<file path="src/rtl/vit_pkg.sv">
// Shared types and helpers for the 4-state (K=3) Viterbi survivor-path stage.
package vit_pkg;

    localparam int K          = 3;
    localparam int NUM_STATES = 1 << (K - 1);

    typedef logic [1:0] state_t;

    typedef enum logic [1:0] {
        FILL  = 2'd0,
        RUN   = 2'd1,
        FLUSH = 2'd2
    } surv_state_t;

    // The low bit of s' was the high bit of its predecessor; the decision supplies the rest.
    function automatic state_t pred(input state_t s_next, input logic d);
        return {s_next[0], d};
    endfunction

endpackage

</file>
<file path="src/rtl/vit_surv_cell.sv">
// One state's register-exchange survivor path: picks a predecessor path and appends this
// state's input bit. The path MSB holds the oldest bit.
module vit_surv_cell
    import vit_pkg::*;
#(
    parameter int     DEPTH = 15,
    parameter state_t STATE = 2'd0
) (
    input  logic             clk,
    input  logic             rst,
    input  logic             i_clr,
    input  logic             i_en,
    input  logic             i_dec,
    input  logic [DEPTH-1:0] i_pred0,
    input  logic [DEPTH-1:0] i_pred1,
    output logic [DEPTH-1:0] o_path,
    output logic [DEPTH-1:0] o_next
);

    logic [DEPTH-1:0] r_path;
    logic [DEPTH-1:0] w_sel;

    assign w_sel  = i_dec ? i_pred1 : i_pred0;
    assign o_next = {w_sel[DEPTH-2:0], STATE[1]};
    assign o_path = r_path;

    // Survivor path register
    always_ff @(posedge clk) begin
        if (rst || i_clr) begin
            r_path <= '0;
        end else if (i_en) begin
            r_path <= o_next;
        end else begin
            r_path <= r_path;
        end
    end

endmodule

</file>
<file path="src/rtl/viterbi_survivor_unit.sv">
// Viterbi survivor-path unit: register exchange over 4 states, emission after DEPTH symbols,
// frame-end flush of the best path. Optional macro VIT_SURV_OUT_REG_EN adds an output stage.
module viterbi_survivor_unit
    import vit_pkg::*;
#(
    parameter int DEPTH = 15
) (
    input  logic       clk,
    input  logic       rst,
    input  logic       in_valid,
    output logic       in_ready,
    input  logic [3:0] in_dec,
    input  logic [1:0] in_best,
    input  logic       in_last,
    output logic       out_valid,
    output logic       out_bit,
    output logic       out_last
);

    localparam int             CW      = $clog2(DEPTH + 1);
    localparam logic [CW-1:0]  C_DEPTH = CW'(DEPTH);

    surv_state_t      r_state, w_state_nxt;
    logic [CW-1:0]    r_count, w_count_nxt, w_count_inc;
    logic [CW-1:0]    r_remain, w_remain_nxt, w_remain_last;
    logic [DEPTH-1:0] r_flush, w_flush_nxt;
    logic [DEPTH-1:0] w_path [NUM_STATES];
    logic [DEPTH-1:0] w_next [NUM_STATES];
    logic [DEPTH-1:0] w_best_next;
    logic             r_in_ready;
    logic             w_accept, w_emit, w_clr;
    logic             r_out_valid, r_out_bit, r_out_last;
    logic             w_ov_nxt, w_ob_nxt, w_ol_nxt;

    for (genvar g = 0; g < NUM_STATES; g++) begin : g_cell
        localparam state_t SN = state_t'(g);
        vit_surv_cell #(
            .DEPTH (DEPTH),
            .STATE (SN)
        ) u_cell (
            .clk     (clk),
            .rst     (rst),
            .i_clr   (w_clr),
            .i_en    (w_accept),
            .i_dec   (in_dec[g]),
            .i_pred0 (w_path[pred(SN, 1'b0)]),
            .i_pred1 (w_path[pred(SN, 1'b1)]),
            .o_path  (w_path[g]),
            .o_next  (w_next[g])
        );
    end

    assign w_accept      = in_valid & r_in_ready;
    assign w_count_inc   = (r_count == C_DEPTH) ? C_DEPTH : r_count + CW'(1);
    assign w_emit        = w_accept & (w_count_inc == C_DEPTH);
    assign w_best_next   = w_next[in_best];
    // A full path already gave up its oldest bit through the normal emission.
    assign w_remain_last = (w_count_inc == C_DEPTH) ? (C_DEPTH - CW'(1)) : w_count_inc;

    // Next-state, fill count, flush bookkeeping and output bit selection
    always_comb begin
        w_state_nxt  = r_state;
        w_count_nxt  = r_count;
        w_remain_nxt = r_remain;
        w_flush_nxt  = r_flush;
        w_clr        = 1'b0;
        w_ov_nxt     = 1'b0;
        w_ob_nxt     = 1'b0;
        w_ol_nxt     = 1'b0;
        case (r_state)
            FILL, RUN: begin
                if (w_accept) begin
                    w_count_nxt = w_count_inc;
                    if (w_emit) begin
                        w_ov_nxt = 1'b1;
                        w_ob_nxt = w_best_next[DEPTH-1];
                    end else begin
                        w_ov_nxt = 1'b0;
                    end
                    if (in_last) begin
                        w_state_nxt  = FLUSH;
                        w_remain_nxt = w_remain_last;
                        w_flush_nxt  = w_best_next << (C_DEPTH - w_remain_last);
                    end else if (w_emit) begin
                        w_state_nxt = RUN;
                    end else begin
                        w_state_nxt = r_state;
                    end
                end else begin
                    w_state_nxt = r_state;
                end
            end
            FLUSH: begin
                w_ov_nxt     = 1'b1;
                w_ob_nxt     = r_flush[DEPTH-1];
                w_flush_nxt  = r_flush << 1;
                w_remain_nxt = r_remain - CW'(1);
                if (r_remain == CW'(1)) begin
                    w_ol_nxt    = 1'b1;
                    w_state_nxt = FILL;
                    w_count_nxt = '0;
                    w_clr       = 1'b1;
                end else begin
                    w_ol_nxt = 1'b0;
                end
            end
            default: begin
                w_state_nxt = FILL;
            end
        endcase
    end

    // Control state and primary output registers
    always_ff @(posedge clk) begin
        if (rst) begin
            r_state     <= FILL;
            r_count     <= '0;
            r_remain    <= '0;
            r_flush     <= '0;
            r_in_ready  <= 1'b0;
            r_out_valid <= 1'b0;
            r_out_bit   <= 1'b0;
            r_out_last  <= 1'b0;
        end else begin
            r_state     <= w_state_nxt;
            r_count     <= w_count_nxt;
            r_remain    <= w_remain_nxt;
            r_flush     <= w_flush_nxt;
            r_in_ready  <= (w_state_nxt != FLUSH);
            r_out_valid <= w_ov_nxt;
            r_out_bit   <= w_ob_nxt;
            r_out_last  <= w_ol_nxt;
        end
    end

    assign in_ready = r_in_ready;

`ifdef VIT_SURV_OUT_REG_EN
    logic r_out_valid_d, r_out_bit_d, r_out_last_d;

    // Extra output retiming stage
    always_ff @(posedge clk) begin
        if (rst) begin
            r_out_valid_d <= 1'b0;
            r_out_bit_d   <= 1'b0;
            r_out_last_d  <= 1'b0;
        end else begin
            r_out_valid_d <= r_out_valid;
            r_out_bit_d   <= r_out_bit;
            r_out_last_d  <= r_out_last;
        end
    end

    assign out_valid = r_out_valid_d;
    assign out_bit   = r_out_bit_d;
    assign out_last  = r_out_last_d;
`else
    assign out_valid = r_out_valid;
    assign out_bit   = r_out_bit;
    assign out_last  = r_out_last;
`endif

endmodule

</file>
<file path="config.mk">
export PLATFORM = sky130hd
export DESIGN_NAME = viterbi_survivor_unit
export DESIGN_NICKNAME = d
export VERILOG_FILES = /design/src/rtl/vit_pkg.sv /design/src/rtl/vit_surv_cell.sv /design/src/rtl/viterbi_survivor_unit.sv
export SDC_FILE = /design/constraint.sdc
export NUM_CORES = 1
export LEC_CHECK = 0
export ABC_CLOCK_PERIOD_IN_PS = 3200
export CAP_MARGIN = 25
export CORE_UTILIZATION = 25
export CTS_CLUSTER_SIZE = 24
export DETAILED_ROUTE_END_ITERATION = 10
export GPL_TIMING_DRIVEN = 0
export MAX_ROUTING_LAYER = met4
export SYNTH_ARGS = -nofsm -noshare
export SYNTH_HDL_FRONTEND = slang
export SYNTH_SLANG_ARGS = --single-unit
</file>
<file path="constraint.sdc">
create_clock -name clk -period 3.2 [get_ports clk]
set_input_delay 0.96 -clock clk [delete_from_list [all_inputs] [get_ports clk]]
set_output_delay 0.96 -clock clk [all_outputs]
set_load 0.03 [all_outputs]
</file>
# Word level (Yosys, flattened, before mapping)
# Cells that the tools add are included.
op_classes:
  add_sub_neg: 3
  multipliers: 0
  div_mod_pow: 0
  order_cmp: 1
  eq_ne: 9
  n_shift: 1
  mux: 31
  bitwise_logic: 3
  n_reduce_logical: 6
op_table:
  columns: ["op", "n"]
  rows:
  - ["15-bit 2-to-1 mux", 4]
  - ["14-bit 2-to-1 mux", 4]
  - ["15-bit binary-select mux with 2-bit select", 1]
  - ["15-bit case mux with 2 select lines", 1]
  - ["4-bit 2-to-1 mux", 6]
  - ["4-bit case mux with 2 select lines", 2]
  - ["15-bit by 4-bit left shift with 15-bit output", 1]
  - ["4-bit equality test (second input constant)", 2]
  - ["2-bit 2-to-1 mux", 4]
  - ["2-bit inequality test (second input constant)", 4]
  - ["1-bit 2-to-1 mux", 6]
  - ["3-bit AND reduction", 2]
  - ["4-bit by 1-bit adder with 4-bit output (second input constant)", 1]
  - ["4-bit by 1-bit equality test with 1-bit output (second input constant)", 1]
  - ["1-bit case mux with 2 select lines", 2]
  - ["2-bit case mux with 2 select lines", 1]
  - ["4-bit by 1-bit subtractor with 4-bit output (second input constant)", 1]
  - ["4-bit subtractor (first input constant)", 1]
  - ["3-bit >= comparator (second input constant)", 1]
  - ["2-bit NOT with 3-bit output", 1]
  - ["1-bit AND", 2]
  - ["2-bit by 1-bit equality test with 1-bit output (second input constant)", 1]
  - ["2-bit equality test (second input constant)", 1]
  - ["2-bit zero test", 1]
  - ["3 further kinds", 3]
word_totals:
  reg_bits: 83
  latch_bits: 0
  ramBits: 0
  mem_bits_ro: 0
  input_bits: 10
  elab_cells: 66
  memories: 0

# Longest topological paths before layout
logic_depth:
  depth_word: 9
  ltp_mapped: 9
  ltp_nobuf: 8

# By module
# From an unflattened synthesis, not the netlist that was laid out.
hier_totals:
  cells_unflattened: 609
  hier_area_um2: 5577.8
by_module_without_submodules:
  columns: ["module", "n_inst", "cells_each", "area_each_um2", "seq_area_each_um2"]
  rows:
  - ["viterbi_survivor_unit", 1, 281, 2464.9, 580.6]
  - ["vit_surv_cell (g_cell[2].u_cell ...)", 2, 83, 788.3, 300.3]
  - ["vit_surv_cell (g_cell[0].u_cell ...)", 2, 81, 768.2, 280.3]

# Worst setup path before layout
# No wires, ideal clock.
synth_path:
  kind: "in2reg"
  from: "in in_best[1]"
  to: "reg r_flush[13]"
  setup_ps: 131
  arrival_ps: 2499
  t_required_ps: 3069
  path_slack_ps: 570
  stages: 9
  path_cell_list: "buf_6 > mux2i_4 > buf_6 > mux2i_1 > mux2_4 > mux2i_1 > mux2_2 > a211oi_1 > nor3_2"
synth_between:
  elab_chain_len: 8
synth_lines:
  columns: ["item", "line_no", "source"]
  rows:
  - ["from (decl)", "viterbi_survivor_unit.sv:13", "input logic [1:0] in_best,"]
  - ["2-bit NOT with 3-bit output (implied by the code)", "viterbi_survivor_unit.sv:56", "assign w_best_next = w_next[in_best];"]
  - ["15-bit binary-select mux with 2-bit select", "viterbi_survivor_unit.sv:56", null]
  - ["15-bit 2-to-1 mux (implied by the code) (2 in series)", "viterbi_survivor_unit.sv:56", null]
  - ["15-bit by 4-bit left shift with 15-bit output", "viterbi_survivor_unit.sv:83", "w_flush_nxt = w_best_next << (C_DEPTH - w_remain_last);"]
  - ["15-bit 2-to-1 mux", "viterbi_survivor_unit.sv:80", "if (in_last) begin"]
  - ["15-bit 2-to-1 mux", "viterbi_survivor_unit.sv:72", "if (w_accept) begin"]
  - ["15-bit case mux with 2 select lines", "viterbi_survivor_unit.sv:70", "case (r_state)"]
  - ["to (signal assigned)", "viterbi_survivor_unit.sv:128", "r_flush <= w_flush_nxt;"]
  - ["to (decl)", "viterbi_survivor_unit.sv:26", "logic [DEPTH-1:0] r_flush, w_flush_nxt;"]
# Every way passes these cells. The select of a mux whose other input is x is not followed.
# A chain may end at the register's enable or synchronous reset.

# Worst setup path after layout
layout_path:
  from: "in in_dec[2]"
  to: "reg r_flush[10]"
layout_between:
  elab_chain_len: 8
layout_lines:
  columns: ["item", "line_no", "source"]
  rows:
  - ["from (decl)", "viterbi_survivor_unit.sv:12", "input logic [3:0] in_dec,"]
  - ["14-bit 2-to-1 mux", "vit_surv_cell.sv:23", "assign w_sel = i_dec ? i_pred1 : i_pred0;"]
  - ["15-bit binary-select mux with 2-bit select", "viterbi_survivor_unit.sv:56", null]
  - ["15-bit 2-to-1 mux (implied by the code) (2 in series)", "viterbi_survivor_unit.sv:56", null]
  - ["15-bit by 4-bit left shift with 15-bit output", "viterbi_survivor_unit.sv:83", null]
  - ["15-bit 2-to-1 mux", "viterbi_survivor_unit.sv:80", null]
  - ["15-bit 2-to-1 mux", "viterbi_survivor_unit.sv:72", null]
  - ["15-bit case mux with 2 select lines", "viterbi_survivor_unit.sv:70", null]
# Every way passes these cells. The select of a mux whose other input is x is not followed.

==> metrics.txt <==
RR Endpoint r_flush[13]; reg2reg path depth 8; Final GP Congestion between 0.8 and 0.9; die width around 140 um; Final Util 0.297; number of buffers created by CTS 9; Tmin final just over 3 ns; ys flop type dfxtp_1; First-pass DRT Iterations 6; layout cells sized above 1 0.107; RSZ-0062 raised after global routing no; die height ~140 um; nets@finish approximately 580; worst skew pair latency roughly 0.35 ns; Final HPWL DP 9580 um; vias in the first global route 3963; CP Launch Type primary input; Final setup viols 0; P_sw between 700 and 800 uW; FFs w/ async S/R, synth 0; syn avg cell area roughly 8.5 um^2; Critical Path End Type flop; Fin. Hold Viols 0; Via Count 4240; initial core utilization 0.258; Post-CTS Hold Buffers 0; largest net degree at the start of global routing 14; H-tree Lvls 3; Worst Tran Pin Value around 0.86 ns; Synth area leaders dfxtp_1 (34%), mux2i_1 (14%), a211oi_1 (7.4%), nor2_1 (7.3%), nand2_1 (2.9%); synth-to-layout area growth 15.3%; Synth area leader dfxtp_1; post-synthesis sequential area ratio 0.344; IO buf count 11; Worst Setup SP in_dec[2]; Clock power frac 0.404; Int Pwr 1890 uW; status finished, final reports clean; die area around 0.019 mm^2; Ports 14; class of the worst hold path flop to flop; initial DRC count between 300 and 400; Net Sw Frac 0.297; core footprint 0.0181 mm^2; Syn Nets 559; CTS tree built; WL final 13600 um; number of synthesized register bits 80; Hold Slack roughly 0.47 ns; Reg2Reg Setup Slack between 0.5 and 0.6 ns; Reg clk slew, reported paths 0.06 ns; Finished Layout Cells between 800 and 900; Yosys top cell area share 0.344; period utilization 0.957; PD cells about 500 mW/mm^2; clock tree buffer depth 2; Max Slew Vio Count 0; number of flops mapped to enable cells by yosys 0; grt ovf 0; routed len/inst around 17 um; residual DRC count 0; share of power burned in registers 0.412; worst path required time 3.47 ns; initial antenna violation count 0; gr usage total 0.149; # rows between 40 and 50; post-placement cell count slightly below 800; clock net sink count 80; worst vdd ir about 0.00022 V; fmax about 0.33 GHz; Fillers 1916; first-pass GRT wire length between 20000 and 25000 um; Critical Path AT 3.33 ns; CP Capture Point r_flush[10]; Post-Syn Area approximately 0.0047 mm^2; leakage a little under 0.002 uW; Syn Inst Count 546; post-route ant nets 0; max_slew headroom 0.428; Vias/cell between 5 and 6; synth warn 0; CP Class primary input to flop; Comb pwr share 0.184; Clock Skews around 0.0085 ns; # Max-Cap Violations 0; Root Buffer clkbuf_16; unique cell type count in the Yosys netlist 61; reg2reg start r_count[1]; crit-path max FO 10; # diodes 0
-- layout make-up --
class	count	area (um^2)	share of cell area
clock buffers	11	253	0.0471
multi-input cells	415	2830	0.527
repair buffers	11	110	0.0205
clock inverters	4	52.6	0.00979
inverters	4	15.0	0.00280
plain buffers	47	220	0.0410
well taps	229	287	0.0534
flip-flops and latches	80	1600	0.298
-- worst max-delay path, stage by stage --
cell             delay (ns)
clkdlybuf4s50_1        0.62
mux2i_4                0.12
buf_6                  0.18
o32ai_2                0.30
mux2i_1                0.18
o22ai_1                0.45
and3_1                 0.24
o22ai_1                0.08
a211oi_2               0.19
-- kinds of logic (layout without fill, tap and decap cells) --
logic type / after synthesis / in the layout / synth area share
AOI/OAI and AO/OA: 135 / 135 / 0.213
DFF: 80 / 80 / 0.344
muxes: 83 / 83 / 0.197
and+or+nand+nor: 193 / 193 / 0.185
buffers and inverters: 51 / 77 / 0.0505
adders and majority gates: 4 / 4 / 0.0105
-- registers in the layout, summed over array words and instances (netlist names) --
register              cells
g_cell.u_cell.o_path     51
in_ready                  1
out_bit                   1
out_last                  1
out_valid                 1
r_count                   4
r_flush                  15
r_remain                  4
r_state                   2
-- layer usage --
layer / vias up / GRT usage / routed length [um] / part of all wire
met2: 147 / 0.219 / 5930 / 0.44
met1: 2017 / 0.199 / 6580 / 0.48
met3: 22 / 0.0329 / 872 / 0.064
met4: 0 / 0.0550 / 236 / 0.017
met5: - / - / 0 / 0
li1: 2054 / - / - / -
-- worst min path at each step --
stage	start	endpoint	slack [ns]	cells after the start
detailed placement	r_flush[0]	r_flush[1]	0.47	2
global route	r_flush[0]	r_flush[1]	0.50	2
CTS	r_flush[0]	r_flush[1]	0.47	2
floorplan	r_flush[0]	r_flush[1]	0.45	2
global placement	r_flush[0]	r_flush[1]	0.46	2
finish	r_flush[0]	r_flush[1]	0.47	2
-- through the flow --
stage	total power, uW	TNS, ns	setup WS (ns)	area [um^2]
finish	2690	0	0.138	5370
global route	2790	0	0.0464	5370
CTS	2680	0	0.130	5360
detailed placement	1610	-1.58	-0.234	5060
global placement	1610	-1.35	-0.212	5060
floorplan	1470	0	0.570	4660
-- what timing repair did --
item,in CTS,in global routing
resized for setup,0,2
endpoints found under the setup margin,0,6
setup buffers,0,0
-- synthesized netlist by cell type (4+ instances only) --
cell type,count
a21oi_1,21
buf_2,8
a211oi_1,46
o21ai_0,9
nor2_1,90
and2_1,4
mux2_2,9
o22ai_1,6
a31oi_1,11
clkbuf_1,29
buf_1,5
inv_1,4
nand4_1,4
nor3_1,13
dfxtp_1,80
buf_6,4
nor2b_1,10
nand2_1,36
nand3_1,19
a22oi_1,6
mux2i_1,66
and3_1,5
-- power by group through the flow --
stage / registers, uW / clock network, uW / logic (uW)
6_report: 1110 / 1090 / 495
3_5_place_dp: 1130 / 0 / 483
2_1_floorplan: 1120 / 0 / 354
4_1_cts: 1110 / 1090 / 487
3_3_place_gp: 1130 / 0 / 482
5_1_grt: 1120 / 1130 / 536
-- cells in the final DEF, fill, tap and decap left out, types with 3 or more instances in the layout --
master	count
o21ai_0	9
nand4_1	4
nand2_1	36
clkdlybuf4s50_1	11
or2_2	3
inv_1	4
nor2b_1	10
dfxtp_1	80
nand3_1	19
a211oi_1	46
mux2i_4	3
mux2_2	9
a31oi_1	11
o32ai_1	3
a22oi_1	6
a21oi_1	21
and3_1	5
ha_1	3
clkbuf_1	29
nor3_1	13
mux2_4	3
nor2_1	90
buf_1	5
clkbuf_16	9
mux2i_1	66
buf_2	8
buf_6	4
o22ai_1	6
and2_1	4
No activity file was read; power rests on OpenSTA's default activity.
